===== src/rtl/alu_operand_stage.sv =====
// ID/EX operand-select stage: per-operand forwarding, immediate extension,
// load-use hazard detection and the ID/EX pipeline register.
module alu_operand_stage #(
  parameter int WIDTH   = 32,
  parameter int RADDR_W = 5,
  parameter int IMM_W   = 16
) (
  input  logic               clk,
  input  logic               reset,
  input  logic               in_valid,
  input  logic [1:0]         in_alusrc,
  input  logic [RADDR_W-1:0] in_rs_addr,
  input  logic [RADDR_W-1:0] in_rt_addr,
  input  logic [WIDTH-1:0]   in_rs_data,
  input  logic [WIDTH-1:0]   in_rt_data,
  input  logic [IMM_W-1:0]   in_imm,
  input  logic [RADDR_W-1:0] in_rd_addr,
  input  logic               in_mem_read,
  input  logic               exmem_wr_en,
  input  logic [RADDR_W-1:0] exmem_rd,
  input  logic [WIDTH-1:0]   exmem_result,
  input  logic               memwb_wr_en,
  input  logic [RADDR_W-1:0] memwb_rd,
  input  logic [WIDTH-1:0]   memwb_result,
  input  logic               stall,
  input  logic               flush,
  output logic               out_valid,
  output logic [WIDTH-1:0]   out_input1,
  output logic [WIDTH-1:0]   out_input2,
  output logic [WIDTH-1:0]   out_store_data,
  output logic [RADDR_W-1:0] out_rd_addr,
  output logic               out_mem_read,
  output logic               hazard_stall
);

  // EX/MEM wins over MEM/WB; register 0 is hard-wired and never forwarded.
  function automatic logic [WIDTH-1:0] fwd_sel(
    input logic [RADDR_W-1:0] addr,
    input logic [WIDTH-1:0]   rf_data,
    input logic               ex_we,
    input logic [RADDR_W-1:0] ex_rd,
    input logic [WIDTH-1:0]   ex_res,
    input logic               wb_we,
    input logic [RADDR_W-1:0] wb_rd,
    input logic [WIDTH-1:0]   wb_res
  );
    if (ex_we && (ex_rd != '0) && (ex_rd == addr))
      return ex_res;
    else if (wb_we && (wb_rd != '0) && (wb_rd == addr))
      return wb_res;
    else
      return rf_data;
  endfunction

  function automatic logic [WIDTH-1:0] sext_imm(input logic signed [IMM_W-1:0] imm);
    logic signed [WIDTH-1:0] ext;
    ext = WIDTH'(imm);
    return ext;
  endfunction

  function automatic logic [WIDTH-1:0] zext_imm(input logic [IMM_W-1:0] imm);
    return {{(WIDTH-IMM_W){1'b0}}, imm};
  endfunction

  function automatic logic [WIDTH-1:0] upper_imm(input logic [IMM_W-1:0] imm);
    return zext_imm(imm) << 16;
  endfunction

  logic [WIDTH-1:0]   fwd_a, fwd_b, opb;

  logic               valid_q, valid_d;
  logic               mem_read_q, mem_read_d;
  logic [WIDTH-1:0]   input1_q, input1_d;
  logic [WIDTH-1:0]   input2_q, input2_d;
  logic [WIDTH-1:0]   store_q, store_d;
  logic [RADDR_W-1:0] rd_q, rd_d;

  always_comb begin
    fwd_a = fwd_sel(in_rs_addr, in_rs_data, exmem_wr_en, exmem_rd, exmem_result,
                    memwb_wr_en, memwb_rd, memwb_result);
    fwd_b = fwd_sel(in_rt_addr, in_rt_data, exmem_wr_en, exmem_rd, exmem_result,
                    memwb_wr_en, memwb_rd, memwb_result);
    unique case (in_alusrc)
      2'd0:    opb = fwd_b;
      2'd1:    opb = sext_imm(in_imm);
      2'd2:    opb = zext_imm(in_imm);
      default: opb = upper_imm(in_imm);
    endcase
  end

  // rt is compared even for immediate modes: conservative but simple.
  assign hazard_stall = valid_q & mem_read_q & (rd_q != '0) & in_valid &
                        ((rd_q == in_rs_addr) | (rd_q == in_rt_addr));

  always_comb begin
    valid_d    = valid_q;
    mem_read_d = mem_read_q;
    input1_d   = input1_q;
    input2_d   = input2_q;
    store_d    = store_q;
    rd_d       = rd_q;
    if (flush) begin
      valid_d    = 1'b0;
      mem_read_d = 1'b0;
    end else if (stall) begin
      valid_d    = valid_q;
    end else if (hazard_stall) begin
      valid_d    = 1'b0;
      mem_read_d = 1'b0;
    end else begin
      valid_d    = in_valid;
      mem_read_d = in_mem_read & in_valid;
      input1_d   = fwd_a;
      input2_d   = opb;
      store_d    = fwd_b;
      rd_d       = in_rd_addr;
    end
  end

  // ID/EX boundary
  always_ff @(posedge clk) begin
    if (reset) begin
      valid_q    <= 1'b0;
      mem_read_q <= 1'b0;
      input1_q   <= '0;
      input2_q   <= '0;
      store_q    <= '0;
      rd_q       <= '0;
    end else begin
      valid_q    <= valid_d;
      mem_read_q <= mem_read_d;
      input1_q   <= input1_d;
      input2_q   <= input2_d;
      store_q    <= store_d;
      rd_q       <= rd_d;
    end
  end

  assign out_valid      = valid_q;
  assign out_mem_read   = mem_read_q;
  assign out_input1     = input1_q;
  assign out_input2     = input2_q;
  assign out_store_data = store_q;
  assign out_rd_addr    = rd_q;

endmodule

===== config.mk =====
export PLATFORM = sky130hd
export DESIGN_NAME = alu_operand_stage
export DESIGN_NICKNAME = d
export VERILOG_FILES = /design/src/rtl/alu_operand_stage.sv
export SDC_FILE = /design/constraint.sdc
export NUM_CORES = 1
export LEC_CHECK = 0
export BUFFER_PORTS_ARGS = -buffer_cell sky130_fd_sc_hd__buf_4
export CAP_MARGIN = 20
export CORE_MARGIN = 4
export CORE_UTILIZATION = 35
export CTS_CLUSTER_DIAMETER = 100
export DETAILED_ROUTE_END_ITERATION = 8
export PLACE_DENSITY = 0.66
export SYNTH_ARGS = -nofsm -noshare
export SYNTH_HDL_FRONTEND = slang
export SYNTH_SLANG_ARGS = --single-unit
export TNS_END_PERCENT = 1

===== constraint.sdc =====
create_clock -name clk -period 3.8 [get_ports clk]
set_clock_uncertainty 0.05 [all_clocks]
set_input_delay 0.57 -clock clk [delete_from_list [all_inputs] [get_ports clk]]
set_output_delay 0.57 -clock clk [all_outputs]
set_load 0.01 [all_outputs]

**Word level (Yosys, flattened, before mapping)**

Index checks and enable logic that the tools add are counted.

- Input port bits: 179
- Word-level logic and storage cells: 42
- Output and inout port bits: 104
- Register bits after elaboration: 103

- Reductions and logical operators: 12
- Mux-type cells: 7
- Bitwise gates (word level): 9
- Equal/unequal tests: 8

Operators with widths:

| kind | count |
|---|---|
| $mux W32 | 4 |
| $pmux W32 S3 | 1 |
| $eq A5 B5 Y1 | 6 |
| $reduce_bool A5 Y1 | 3 |
| $logic_and A1 B1 Y1 | 6 |
| $and A1 B1 Y1 | 5 |
| $not A1 Y1 | 3 |
| $reduce_and A3 Y1 | 1 |
| $eq A2 B1 Y1 const B | 1 |
| $eq A2 B2 Y1 const B | 1 |
| $logic_not A2 Y1 | 1 |
| $mux W1 | 2 |
| $reduce_or A2 Y1 | 1 |
| $or A1 B1 Y1 | 1 |

**Logic depth before layout (Yosys ltp)**

- Depth after elaboration: 6
- Gate-level depth with buffers: 9
- Depth with buffers taken out: 6

**Least setup slack after synthesis**

No wires, ideal clock.

- Kind: in2reg
- From: in memwb_rd[1]
- To: reg input2_q[11] (netlist: out_input2[11])
- Cell stages on the path: 8
- Library setup time: 0.070 ns
- Arrival time: 2.313 ns
- Path buffers: 2
- Setup slack: 1.366 ns
- Cell sequence: or4_4 o21a_1 buf_6 nand3_4 buf_8 a221oi_2 or4b_1 a21oi_1

- Longest elaborated chain between the ends: 6
- Elaborated cells between the ends (all ways): 7
- Classes of those cells: eq/ne (1); mux (3); reduce/logical (3)

RTL lines:

| element | RTL line | text |
|---|---|---|
| from (decl) | 23 | `input logic [RADDR_W-1:0] memwb_rd,` |
| $reduce_bool A5 Y1 | 49 | `else if (wb_we && (wb_rd != '0) && (wb_rd == addr))` |
| $logic_and A1 B1 Y1 | 49 |  |
| $logic_and A1 B1 Y1 * | 49 |  |
| $mux W32 * | 49 |  |
| $mux W32 * | 47 | `if (ex_we && (ex_rd != '0) && (ex_rd == addr))` |
| $pmux W32 S3 * | 83 | `unique case (in_alusrc)` |
| to (signal assigned) | 133 | `input2_q <= input2_d;` |
| to (decl) | 74 | `logic [WIDTH-1:0] input2_q, input2_d;` |

Mark *: on every way between the ends. The rest lies on a longest branch, timed or not.
A chain may end at the register's enable or synchronous reset.

**Worst setup path after layout**

- From: reg rd_q[0] (netlist: out_rd_addr[0])
- To: reg input2_q[0] (netlist: out_input2[0])

- Longest elaborated chain between the ends: 6
- Elaborated cells between the ends (all ways): 9
- Classes of those cells: eq/ne (2); bitwise (5); reduce/logical (2)

RTL lines:

| element | RTL line | text |
|---|---|---|
| from (decl) | 76 | `logic [RADDR_W-1:0] rd_q, rd_d;` |
| from (signal assigned) | 135 | `rd_q <= rd_d;` |
| $reduce_bool A5 Y1 | 92 | `assign hazard_stall = valid_q & mem_read_q & (rd_q != '0) & in_valid &` |
| $and A1 B1 Y1 (2 in series) | 92 |  |
| $and A1 B1 Y1 * | 92 |  |
| $not A1 Y1 (no source line) * | n/a |  |
| $reduce_and A3 Y1 (no source line) * | n/a |  |

Marked as above.

==> out/metrics.csv <==
stage,metric,value,unit
run_status,status,finished clean,
place,place_hpwl,20800,um
clock_network,clk-insertion-delay-late,0.36,ns
timing,finalMaxSlewViolations,0,
yosys,avgSynthCellArea,8.01,um^2
timing,max_slew_margin,51.7,%
yosys,syn_nets,914,
yosys,yosysUniqueCellTypes,48,
place,placed_area,8140,um^2
global_route,grt_usage,26.8,%
power,p_clk_share,37.2,%
yosys,synth-async-reset-ratio,0,%
floorplanning,row_count,47,
setup_path,critPathLaunch,out_rd_addr[0],
floorplanning,die_x,138,um
place,place.gp.congestion,0.954,
yosys,synth_compound_area_share,32.1,%
final_layout,antenna_cells,0,
yosys,syn_inst,735,
clock_network,cts_resized,0,
power,p_per_area,343,nW/um^2
floorplanning,core,16500,um^2
setup_path,end_kind,register,
power,p_sw_share,29.3,%
timing,setup_viol,0,
global_route,grt-ovfl-total,0,
yosys,synthFlopType,dfxtp_1,
power,pwr-share-seq,40.4,%
worst_hold_path,hold_path_startpoint,flush,
yosys,netlist_area,5880,um^2
timing,period_needed,2.79,ns
clock_network,clk_pin_slew,0.08,ns
timing,timing.final.crit_share,73.3,%
final_layout,drive_gt1_share,37.5,%
setup_path,cp_max_fo,62,
drt,wirelength,26500,um
setup_path,path_cells,or4_1 -> o2111ai_2 -> o21ai_4 -> buf_4 -> or4b_1 -> a21oi_1,
final_layout,final_nets,1153,
yosys,synth_edf_count,0,
yosys,synth.area.mux_share,0.957,%
clock_network,cts_tree,built,
timing,hold_viol_final,0,
final_layout,syn2layout_area_growth,44.1,%
yosys,ys_seq_area_share,35.0,%
clock_network,numCtsBuffers,9,
global_route,first_global_vias,6337,
floorplanning,start_util,35.6,%
worst_hold_path,hold_path_class,input pin to register,
setup_path,crit_slowest_cell,or4_1,
floorplanning,num_io_pins,283,
yosys,synthXorXnorAreaFrac,4.61,%
final_layout,final-instance-count-excl-fill,1199,
floorplanning,die_height,138,um
setup_path,crit_arrival,3.02,ns
power,ir_drop,0.270,mV
clock_network,postCtsSetupBuffers,0,
clock_network,root_buffer,clkbuf_16,
yosys,synth_top_family_by_area,compound AO/OA/AOI/OAI gates,
power,power.total,2910,uW
global_route,grt_max_degree,63,
clock_network,cts_buffer_depth,2,
power,p_switching,851,uW
final_layout,final_area,8480,um^2
drt,wl_per_cell,22.1,um
drt,first_pass_iters,5,
timing,rsz0062_at_grt,false,
setup_path,path_delay_family,simple AND/OR/NAND/NOR gates,
drt,via_per_inst,5.68,
clock_network,cts_hold_buf,0,
clock_network,cts_sinks,103,
yosys,yosys_warnings,0,
setup_path,crit_type,register to register,
drt,drc,0,
drt,vias,6815,
floorplanning,die_area,19000,um^2
power,intPower,2050,uW
setup_path,required,4.04,ns
clock_network,cts_htree_levels,3,
power,p_leak,0.00354,uW
flow_run,maxCapViolations,0,
global_route,grt_pass1_wl,38200,um
timing,fmax,0.359,GHz
timing,worst_slew_pin_slew,0.725,ns
setup_path,critPathMaxStageDelay,0.64,ns
place,dp_cells,1183,
yosys,synthAdderAreaFrac,0,%
place,io_buffers,282,
yosys,synth-simple-area-share,21.4,%
drt,drt-initial-drc-count,557,
setup_path,r2r_start,out_rd_addr[0],
timing,tns,0,ns
drt,ant_nets,0,
yosys,synth_seq_cells,103,
setup_path,start_kind,register,
setup_path,path_buf_inv,1,
power,pwr-share-comb,22.4,%
global_route,antenna_found_initial,0,
-- power by group through the flow --
stage | logic (uW) | clock network [uW] | registers (uW)
finish | 650 | 1080 | 1170
global route | 696 | 1140 | 1180
CTS | 644 | 1090 | 1170
detailed placement | 642 | 0 | 1200
global placement | 642 | 0 | 1200
floorplan | 262 | 0 | 1220
-- cells in the final DEF (no fill, tap or decap), drive strengths merged, types with 4 or more instances in the layout --
cell	n
buf	303
nand2	107
dfxtp	103
nor2	49
a21oi	44
o211ai	33
a311oi	32
a31o	32
o21ai	31
a31oi	30
xnor2	29
nand3	20
a22oi	17
nor3	16
o21a	13
and3	13
and2	13
nor4	13
or4b	13
a221oi	13
clkbuf	10
inv	7
or3	6
o2111ai	6
mux2	5
or4	4
-- routing by layer --
metal / wire [um] / GRT usage (%) / vias up
met5: 0 / 0 / -
met4: 967 / 9.70 / 0
met3: 2730 / 7.74 / 53
met2: 11700 / 40.0 / 376
met1: 11000 / 36.6 / 3138
li1: - / - / 3248
-- kinds of logic (layout without fill, tap and decap cells) --
logic type	Yosys count	after routing
muxes	5	5
xor gates and xnor gates	31	31
DFF	103	103
AOI/OAI and AO/OA	259	259
and+or+nand+nor	259	259
buffers and inverters	78	322
-- worst paths after layout --
check,endpoint,slack [ns],cells after the start
worst max-delay path,out_input2[0],1.01,6
worst min-delay path,out_mem_read,0.35,2
worst max register to register,out_input2[0],1.01,6
worst min register to register,out_store_data[26],0.41,2
-- cells in the mapped netlist, types with 12 or more instances --
cell      number  area, um^2
o211ai_1      32         240
nand3_1       19        95.1
a31o_2        21         184
and3_1        13        81.3
clkbuf_1      51         191
dfxtp_1      103        2060
nand2_1      107         402
nor3_1        16        80.1
a311oi_1      32         280
nor2_1        49         184
a31oi_1       30         188
buf_2         15        75.1
a21oi_1       44         220
nor4_1        13        81.3
xnor2_1       29         254
a22oi_1       17         128
or4b_1        12         120
o21ai_0       29         145
and2_1        13        81.3
o21a_1        13        97.6
-- cell type report --
type	instances	area [um^2]
Clock buffer	10	239
Timing Repair Buffer	303	2290
Multi-Input combinational cell	554	3510
Fill cell	1675	8050
Inverter	3	11.3
Tap cell	220	275
Clock inverter	6	97.6
Sequential cell	103	2060
-- sequential cells by signal, indices dropped and copies added (netlist names) --
name,flops
out_input1,32
out_input2,32
out_mem_read,1
out_rd_addr,5
out_store_data,32
out_valid,1
-- metrics by stage --
stage	hold WS, ns	utilization [%]	worst slack (ns)
final	0.347	51.3	1.01
after global routing	0.340	51.3	0.928
after CTS	0.335	51.3	1.02
after detailed placement	0.399	49.3	0.848
after global placement	0.396	49.3	0.874
after floorplan	0.431	-	1.37
No activity file was read; power rests on OpenSTA's default activity.
